File: src/rtl/pipe_dmem_pkg.sv
// Shared types and constants for the pipeline data-memory interface.
// Holds the FSM encoding, the MEM/WB and hold record layouts and the default watchdog limit.
package pipe_dmem_pkg;

    typedef enum logic {
        IDLE = 1'b0,
        WAIT = 1'b1
    } state_e;

    localparam int TIMEOUT_DEF = 16;

    typedef struct packed {
        logic        wreg;
        logic        m2reg;
        logic        wmem;
        logic [4:0]  wn;
        logic [31:0] alu;
        logic [31:0] di;
    } hold_t;

    typedef struct packed {
        logic        wreg;
        logic        m2reg;
        logic [4:0]  wn;
        logic [31:0] alu;
        logic [31:0] mem;
    } wb_t;

    function automatic logic is_word_aligned(input logic [1:0] lsb);
        return lsb == 2'b00;
    endfunction

endpackage

File: src/rtl/pipe_dmem_wdog.sv
// Watchdog counter for a pending bus access: counts WAIT cycles without ack.
// expired_o is combinational and rises in the TIMEOUT-th WAIT cycle.
module pipe_dmem_wdog
    import pipe_dmem_pkg::*;
#(
    parameter int TIMEOUT = TIMEOUT_DEF
) (
    input  logic clk,
    input  logic clrn,
    input  logic clr_i,
    input  logic inc_i,
    output logic expired_o
);

    localparam int CW = $clog2(TIMEOUT + 1);

    logic [CW-1:0] cnt_q, cnt_d;

    always_comb begin
        cnt_d = cnt_q;
        if (clr_i) begin
            cnt_d = '0;
        end else if (inc_i) begin
            cnt_d = cnt_q + CW'(1);
        end
    end

    always_ff @(posedge clk or posedge clrn) begin
        if (clrn) begin
            cnt_q <= '0;
        end else begin
            cnt_q <= cnt_d;
        end
    end

    // cnt_q holds the number of completed ack-less WAIT cycles before this one
    assign expired_o = (cnt_q == CW'(TIMEOUT - 1));

endmodule

File: src/rtl/pipe_dmem_if.sv
// EX/MEM-to-WB stage with a blocking single-outstanding data-memory bus access.
// Optional watchdog abort when DMEM_TIMEOUT_EN is defined.
module pipe_dmem_if
    import pipe_dmem_pkg::*;
#(
    parameter int TIMEOUT = TIMEOUT_DEF
) (
    input  logic        clk,
    input  logic        clrn,
    input  logic        ex_wreg,
    input  logic        ex_m2reg,
    input  logic        ex_wmem,
    input  logic [4:0]  ex_wn,
    input  logic [31:0] ex_alu,
    input  logic [31:0] ex_di,
    output logic        mem_req,
    output logic        mem_we,
    output logic [31:0] mem_addr,
    output logic [31:0] mem_wdata,
    input  logic        mem_ack,
    input  logic [31:0] mem_rdata,
    output logic        stall,
    output logic        wb_wreg,
    output logic        wb_m2reg,
    output logic [4:0]  wb_wn,
    output logic [31:0] wb_alu,
    output logic [31:0] wb_mem,
    output logic        err_misalign,
    output logic        err_timeout
);

    state_e state_q, state_d;
    hold_t  hold_q;
    wb_t    wb_q;
    logic   err_misalign_q;
    logic   timeout_hit;

    logic in_idle, in_wait, acc, start, misalign, done, abort;

    assign in_idle  = (state_q == IDLE);
    assign in_wait  = (state_q == WAIT);
    assign acc      = ex_m2reg | ex_wmem;
    assign start    = in_idle & acc & is_word_aligned(ex_alu[1:0]);
    assign misalign = in_idle & acc & ~is_word_aligned(ex_alu[1:0]);
    assign done     = in_wait & mem_ack;
    assign abort    = in_wait & ~mem_ack & timeout_hit;

`ifdef DMEM_TIMEOUT_EN
    logic err_timeout_q;

    pipe_dmem_wdog #(
        .TIMEOUT (TIMEOUT)
    ) u_wdog (
        .clk       (clk),
        .clrn      (clrn),
        .clr_i     (start),
        .inc_i     (in_wait & ~mem_ack),
        .expired_o (timeout_hit)
    );

    always_ff @(posedge clk or posedge clrn) begin
        if (clrn) begin
            err_timeout_q <= 1'b0;
        end else if (abort) begin
            err_timeout_q <= 1'b1;
        end
    end

    assign err_timeout = err_timeout_q;
`else
    assign timeout_hit = 1'b0;
    assign err_timeout = 1'b0;
`endif

    always_ff @(posedge clk or posedge clrn) begin
        if (clrn) begin
            state_q <= IDLE;
        end else begin
            state_q <= state_d;
        end
    end

    always_comb begin
        state_d = state_q;
        case (state_q)
            IDLE:    if (start) state_d = WAIT;
            WAIT:    if (mem_ack || timeout_hit) state_d = IDLE;
            default: state_d = IDLE;
        endcase
    end

    // Bus is driven only from the hold record so ex_* may change freely during WAIT
    always_comb begin
        mem_req   = in_wait;
        mem_we    = in_wait & hold_q.wmem;
        mem_addr  = in_wait ? hold_q.alu : '0;
        mem_wdata = in_wait ? hold_q.di  : '0;
        stall     = ~clrn & (start | (in_wait & ~mem_ack & ~timeout_hit));
    end

    always_ff @(posedge clk or posedge clrn) begin
        if (clrn) begin
            hold_q <= '0;
        end else if (start) begin
            hold_q <= '{wreg: ex_wreg, m2reg: ex_m2reg, wmem: ex_wmem,
                        wn: ex_wn, alu: ex_alu, di: ex_di};
        end
    end

    always_ff @(posedge clk or posedge clrn) begin
        if (clrn) begin
            wb_q <= '0;
        end else if (in_idle && !acc) begin
            wb_q <= '{wreg: ex_wreg, m2reg: ex_m2reg, wn: ex_wn, alu: ex_alu, mem: 32'h0};
        end else if (done) begin
            wb_q <= '{wreg: hold_q.wreg, m2reg: hold_q.m2reg, wn: hold_q.wn, alu: hold_q.alu,
                      mem: hold_q.m2reg ? mem_rdata : 32'h0};
        end else begin
            wb_q <= '0;
        end
    end

    always_ff @(posedge clk or posedge clrn) begin
        if (clrn) begin
            err_misalign_q <= 1'b0;
        end else if (misalign) begin
            err_misalign_q <= 1'b1;
        end
    end

    assign wb_wreg      = wb_q.wreg;
    assign wb_m2reg     = wb_q.m2reg;
    assign wb_wn        = wb_q.wn;
    assign wb_alu       = wb_q.alu;
    assign wb_mem       = wb_q.mem;
    assign err_misalign = err_misalign_q;

endmodule
File: config.mk
export PLATFORM = sky130hd
export DESIGN_NAME = pipe_dmem_if
export DESIGN_NICKNAME = d
export VERILOG_FILES = /design/src/rtl/pipe_dmem_pkg.sv /design/src/rtl/pipe_dmem_wdog.sv /design/src/rtl/pipe_dmem_if.sv
export SDC_FILE = /design/constraint.sdc
export NUM_CORES = 1
export LEC_CHECK = 0
export BUFFER_PORTS_ARGS = -buffer_cell sky130_fd_sc_hd__buf_2
export CAP_MARGIN = 20
export CORE_ASPECT_RATIO = 1.5
export CORE_MARGIN = 5
export CORE_UTILIZATION = 51
export DETAILED_ROUTE_END_ITERATION = 16
export GPL_TIMING_DRIVEN = 0
export PLACE_DENSITY_LB_ADDON = 0.1
export REMOVE_ABC_BUFFERS = 1
export SYNTH_ARGS = -nofsm -noshare
export SYNTH_HDL_FRONTEND = slang
export SYNTH_SLANG_ARGS = --single-unit
File: constraint.sdc
create_clock -name clk -period 8.2 [get_ports clk]
set_input_delay 1.64 -clock clk [delete_from_list [all_inputs] [get_ports clk]]
set_output_delay 1.64 -clock clk [all_outputs]
set_load 0.005 [all_outputs]
Word-level counts from Yosys, hierarchy flattened
Index checks and enable logic that the tools add are counted.
Widths: inputs -> output; s select.
{"block": "word_totals", "inputBits": 107, "out_inout_bits": 140, "word_cells": 37, "register_bits": 145}
{"block": "classes", "n_mux": 8, "n_reduce_logical": 3, "n_bitwise": 13}
{"op": "$mux 71", "count": 2}
{"op": "$mux 32", "count": 3}
{"op": "$and 1x1->1", "count": 7}
{"op": "$not 1->1", "count": 4}
{"op": "$logic_not 2->1", "count": 1}
{"op": "$mux 1", "count": 2}
{"op": "$or 1x1->1", "count": 2}
{"op": "$pmux 1 s2", "count": 1}
{"op": "$logic_and 1x1->1", "count": 1}
{"op": "$logic_not 1->1", "count": 1}

Depth between registers and ports, before layout
Gate-level depths: netlist (run 1).
{"block": "depth", "ltp_word": 5, "mapped_depth": 5, "mapped_depth_nobuf": 3}

Worst setup path before layout (run 1)
OpenSTA, ideal clock, no wires.
{"block": "synth_path", "path_kind": "input to output", "start": "input ex_alu[1]", "end": "output stall", "path_buffers": 0, "setup_slack_ns": 4.177, "cell_stages": 2, "required_time_ns": 6.560, "t_arrival_ns": 2.383, "path_cell_list": "or4_1 -> a21oi_1"}
{"block": "synth_between", "elab_chain_cells": 4}
{"item": "start, declared", "line_no": "pipe_dmem_if.sv:14", "source": "input logic [31:0] ex_alu,"}
{"item": "$logic_not 2->1", "line_no": "pipe_dmem_pkg.sv:30", "source": "return lsb == 2'b00;"}
{"item": "$and 1x1->1", "line_no": "pipe_dmem_if.sv:43", "source": "assign start = in_idle & acc & is_word_aligned(ex_alu[1:0]);"}
{"item": "$or 1x1->1", "line_no": "pipe_dmem_if.sv:98", "source": "stall = ~clrn & (start | (in_wait & ~mem_ack & ~timeout_hit));"}
{"item": "$and 1x1->1", "line_no": "pipe_dmem_if.sv:98"}
{"item": "end, declared", "line_no": "pipe_dmem_if.sv:22", "source": "output logic stall,"}
Every way passes these cells.

Worst setup path after layout (run 1)
Ends and elaborated chain as after synthesis.

==> metrics.md, run 1 <==
| Metric | Value |
|---|---|
| Combinational Power Share | 14.5% |
| Routed via count | 3949 |
| Final Max Tran Viols | 0 |
| Compound-Gate Fraction of Synth Area | 6.18% |
| M1 WL | 4740 um |
| Hold Crit Class | reg -> reg |
| Vias in the first global route | 4246 |
| P_sw | 460 uW |
| Total length of routed met2 wires | 7400 um |
| CP max FO | 5 |
| # Post-CTS Setup Buffers | 0 |
| Cell variety after synth | 21 |
| Switch share | 24.0% |
| Grt ovf | 0 |
| Netlist Area Pre-Place | 0.00558 sq mm |
| XOR/XNOR Fraction of Synth Area | 0% |
| Initial Utilization | 52.4% |
| Final nets | 748 |
| Largest family of logic cells by synthesized area | multiplexers |
| Synth Area in Simple Gates | 12.2% |
| Period minus WS final | 4370 ps |
| Worst slew pin tran | 847 ps |
| Syn Inst Count | 393 |
| Htree depth | 4 |
| Final Setup Violations | 0 |
| Clock Pin Slew Worst Setup and Hold Paths | 50 ps |
| Critical Path Source Type | input port |
| DR WL/cell | 17.3 um |
| Final hold viol count | 0 |
| Core box area | 0.0106 sq mm |
| LEAKAGE | 4.08 nW |
| Die Y | 138 um |
| Setup Skew | 14.1 ps |
| Arr. time, crit path | 2730 ps |
| Final HPWL DP | 10300 um |
| Largest net degree at the start of global routing | 76 |
| Adder-cell share of the synthesized area | 0% |
| Number of DRC markers in iteration 0 | 108 |
| Post-layout util | 71.7% |
| Share of cells above drive strength 1 | 53.8% |
| Root buffer cell | clkbuf_16 |
| PortBufs | 245 |
| Post-CTS Hold Fix Bufs | 0 |
| Drt pass-1 iters | 4 |
| Detail Route Antenna Nets | 0 |
| Clk_lat worst skew | 410 ps |
| Power density over the cells | 251 mW/mm^2 |
| Sink Count | 145 |
| Cell total after placement | 766 |
| Flop pwr share | 45.6% |
| CTS tree | yes |
| Num CTS Buffers | 17 |
| Peak VDD IR | 146 uV |
| CTS resizes | 0 |
| Critical path capture point type | output port |
| Fmax | 229 MHz |
| Seq/Total Area, Yosys | 65.0% |
| Die width | 95.4 um |
| Met3 wire length | 1320 um |
| RSZ-0062 raised after global routing | false |
| Post-synthesis mux area share | 14.1% |
| Synth-to-layout area growth | 36.8% |
| Max cap viols | 0 |
| Highest metal used | met4 |
| Pint | 1.46 mW |
| Clk buf depth | 2 |
| Run status | finished clean |
| DR vias/cell | 4.94 |
| Synth warn | 0 |
| Die area | 0.0132 sq mm |
| Placer Congestion | 0.737 |
| Io pins | 247 |
| #FFs+latches synth | 145 |
| Clk pwr share | 39.8% |
| Final WL | 13800 um |
| GRT Total Usage | 21.8% |
| Antenna violations before repair | 2 |
| Cell Rows | 46 |
| Setup TNS Final | 0 ps |
| WP data required | 6560 ps |
| Critical path class | in -> out |
| Post-route insts no fill | 800 |
| Relative slew slack | 43.5% |
| Mean Syn Cell Area | 14.2 sq um |
| Number of remaining DRC errors | 0 |
| First-pass GRT wire length | 21700 um |
| Fin crit share | 53.3% |
-- worst paths after layout --
check                              from            to  slack [ps]  depth (start not counted)
setup / recovery              ex_alu[1]         stall        3830                          4
hold / removal             err_misalign  err_misalign         460                          2
setup reg to reg                mem_req     hold_q[6]        5650                          6
hold reg to reg            err_misalign  err_misalign         460                          2
max in group asynchronous          clrn       wb_wreg        6080                          3
min in group asynchronous          clrn     wb_alu[2]        1360                          2
-- placed cells by master (no fill, tap or decap), drive strengths merged --
master    count
a21oi         1
a22o         38
and2        100
and3          1
buf         256
bufinv        3
clkbuf       18
clkinv        5
clkinvlp      5
conb          1
dfrtp       145
diode         2
inv           3
mux2         70
nand2         1
nand2b        1
nor2          2
nor3          1
nor4          1
o31ai         1
or4           1
-- stage by stage --
step | setup slack (ps) | cell area (sq um) | total power [mW] | hold slack (ps)
6_report | 3830 | 7640 | 1.92 | 461
5_1_grt | 3810 | 7640 | 2.01 | 494
4_1_cts | 3840 | 7630 | 1.94 | 464
3_5_place_dp | 3840 | 7040 | 1.17 | 451
3_3_place_gp | 1230 | 6860 | 1.15 | 450
2_1_floorplan | 2670 | 5460 | 1.03 | 449
-- power groups by stage --
stage	sequential, mW	clock [mW]	combinational [mW]
final	0.876	0.764	0.279
after global placement	0.886	0	0.260
after global routing	0.889	0.815	0.309
after CTS	0.877	0.781	0.286
after detailed placement	0.889	0	0.285
after floorplan	0.878	0	0.151
-- cell usage after synthesis --
master / n / area share (%)
dfrtp_1: 145 / 65
and2_1: 100 / 11
mux2_2: 60 / 12
a22o_1: 38 / 6.0
clkbuf_1: 13 / 0.87
mux2_1: 10 / 2.0
buf_2: 9 / 0.81
buf_1: 2 / 0.13
buf_4: 2 / 0.27
inv_1: 2 / 0.13
nor2_1: 2 / 0.13
a21oi_1: 1 / 0.090
and3_1: 1 / 0.11
buf_6: 1 / 0.20
conb_1: 1 / 0.067
nand2_1: 1 / 0.067
nand2b_1: 1 / 0.11
nor3_1: 1 / 0.090
nor4_4: 1 / 0.38
o31ai_1: 1 / 0.13
or4_1: 1 / 0.13
-- critical path: stages --
cell and delay (ps):
buf_2 130, or4_1 610, a21oi_1 190, buf_2 160
-- cell type report --
type                            instances  area [sq um]
Sequential cell                       145          3630
Fill cell                             781          3010
Multi-Input combinational cell        219          1830
Timing Repair Buffer                  256          1390
Clock buffer                           18           429
Tap cell                              144           180
Clock inverter                         14           165
Inverter                                2          12.5
Antenna cell                            2          5.00
-- sequential cells by signal, indices dropped and copies added, names as in the netlist --
name and cells:
err_misalign 1, hold_q 72, mem_req 1, wb_alu 32, wb_m2reg 1, wb_mem 32
wb_wn 5, wb_wreg 1
-- logic make-up (layout without fill, tap and decap cells) --
family                 count (synthesis)  after routing
AO/OA/AOI/OAI                         40             40
buffers and inverters                 29            290
flip-flops                           145            145
multiplexers                          70             70
other                                  1              3
AND/OR/NAND/NOR                      108            108
-- per-layer routing --
layer | GRT usage, % | up-vias
li1 | - | 1828
met1 | 24.1 | 1920
met2 | 36.3 | 177
met3 | 8.63 | 24
met4 | 10.2 | 0
met5 | 0 | -
Note: power is estimated with default switching activity, not from simulation.
==> run 2: changes to the inputs <==
--- a/config.mk
+++ b/config.mk
@@ -9,7 +9,7 @@
 export CAP_MARGIN = 20
 export CORE_ASPECT_RATIO = 1.5
 export CORE_MARGIN = 5
-export CORE_UTILIZATION = 51
+export CORE_UTILIZATION = 47
 export DETAILED_ROUTE_END_ITERATION = 16
 export GPL_TIMING_DRIVEN = 0
 export PLACE_DENSITY_LB_ADDON = 0.1
==> constraint.sdc (replaced) <==
create_clock -name clk -period 4.04 [get_ports clk]
set_input_delay 0.808 -clock clk [delete_from_list [all_inputs] [get_ports clk]]
set_output_delay 0.808 -clock clk [all_outputs]
set_load 0.005 [all_outputs]
==> metrics.md, run 2 (synthesis results as in run 1) <==
| Metric | Value |
|---|---|
| Run status | finished clean |
| Commonest non-fill, non-tap cells in the layout | buf_2, dfrtp_1, and2_1 |
| Drt pass-1 iters | 4 |
| Commonest non-fill, non-tap cell in the layout | buf_2 |
| Sink Count | 145 |
| LEAKAGE | 4.09 nW |
| Number of remaining DRC errors | 0 |
| CP max FO | 43 |
| Number of DRC markers in iteration 0 | 96 |
| Die area | 0.0142 sq mm |
| Setup ws final | 1060 ps |
| Critical path capture point type | output port |
| Pre-CTS setup slack | 1230 ps |
| Critical Path Source Type | register |
| Core box area | 0.0116 sq mm |
| CTS resizes | 0 |
| Final hold viol count | 0 |
| Worst reg-to-reg setup slack | 1330 ps |
| Largest net degree at the start of global routing | 91 |
| Final Max Tran Viols | 0 |
| Antenna violations before repair | 2 |
| CP endpoint | stall |
| Max cap viols | 0 |
| Fmax | 336 MHz |
| FF-to-FF path depth | 6 |
| Max FFs per register | 72 |
| Hold Crit Class | in -> async |
| Die width | 99 um |
| FF-to-FF Start | mem_req |
| Peak VDD IR | 340 uV |
| Clk buf depth | 2 |
| PortBufs | 245 |
| Share of cells above drive strength 1 | 53.6% |
| Vias in the first global route | 4244 |
| Routed via count | 3937 |
| Num CTS Buffers | 17 |
| DR WL/cell | 17.2 um |
| Power density over the cells | 519 mW/mm^2 |
| Post-route insts no fill | 803 |
| Post-route cell area | 0.00765 sq mm |
| Clk_lat worst skew | 400 ps |
| WP data required | 3230 ps |
| # Post-CTS Setup Buffers | 0 |
| Arr. time, crit path | 2170 ps |
| Setup Skew | 4.77 ps |
| Cell total after placement | 770 |
| Root buffer cell | clkbuf_16 |
| Critical Path Start | mem_req |
| Critical path class | reg -> out |
| CTS tree | yes |
| Cell Area, Placed | 0.00702 sq mm |
| Initial Utilization | 48.2% |
| DR vias/cell | 4.90 |
| RSZ-0062 raised after global routing | false |
| Final Setup Violations | 0 |
| Final WL | 13800 um |
| Relative slew slack | 34.5% |
| Placer Congestion | 0.799 |
| Die Y | 143 um |
| Clock Pin Slew Worst Setup and Hold Paths | 60 ps |
| Htree depth | 4 |
| Final nets | 746 |
| GRT Total Usage | 20.1% |
| Period minus WS final | 2980 ps |
| First-pass GRT wire length | 22100 um |
| Largest reg by FF count | hold_q |
| Post-CTS Hold Fix Bufs | 0 |
| Post-layout util | 66.0% |
| Grt ovf | 0 |
| Worst slew pin tran | 978 ps |
| Final HPWL DP | 10300 um |
| Synth-to-layout area growth | 37.0% |
| Cell Rows | 48 |
| Detail Route Antenna Nets | 0 |
| RR Endpoint | hold_q[8] |
| Io pins | 247 |
| Fin crit share | 73.7% |
[run 2: changes by cell type in the layout (fill, tap and decap cells not counted), sizes merged]
cell      previous run  this run
buf                256       254
inv                  3         2
clkbuf              18        21
bufinv               3         4
clkinvlp             5         3
clkinv               5         3
[run 2: critical path, cell delays in order (launching register included)]
cell and delay, ps:
dfrtp_2 600, buf_12 260, or4_1 620, a21oi_1 160, buf_2 150
[run 2: cell type report]
class	count	area, sq um
clock buffers	21	470
diodes	2	5.00
inverters	2	12.5
clock inverters	10	158
fillers	934	3940
flip-flops and latches	145	3630
repair buffers	254	1360
well taps	150	188
multi-input cells	219	1830
[run 2: worst min path at each step]
stage,start,endpoint,cells past startpoint
after floorplan,hold_q[16],hold_q[16],1
after global placement,err_misalign,err_misalign,2
after detailed placement,hold_q[24],hold_q[24],1
after CTS,clrn,hold_q[0],2
after global routing,clrn,hold_q[69],2
final,clrn,hold_q[0],2
[run 2: metrics by stage]
step                total power [mW]  setup TNS, ps  hold slack, ps
floorplan                       2.09         -96080             449
global placement                2.33        -464040             455
detailed placement              2.37              0             470
CTS                             4.03              0             473
global route                    4.18              0             489
finish                          3.97              0             469
[run 2: metal layers]
metal  routed length, um  GRT usage [%]
met1                4860           22.1
met2                7440           35.0
met3                1250           8.06
met4                 294           7.41
met5                   0              0
[run 2: where the power goes]
part	internal (mW)	switching, mW
clock network	1.08	0.561
registers	1.67	0.113
logic	0.322	0.233
total	3.07	0.906
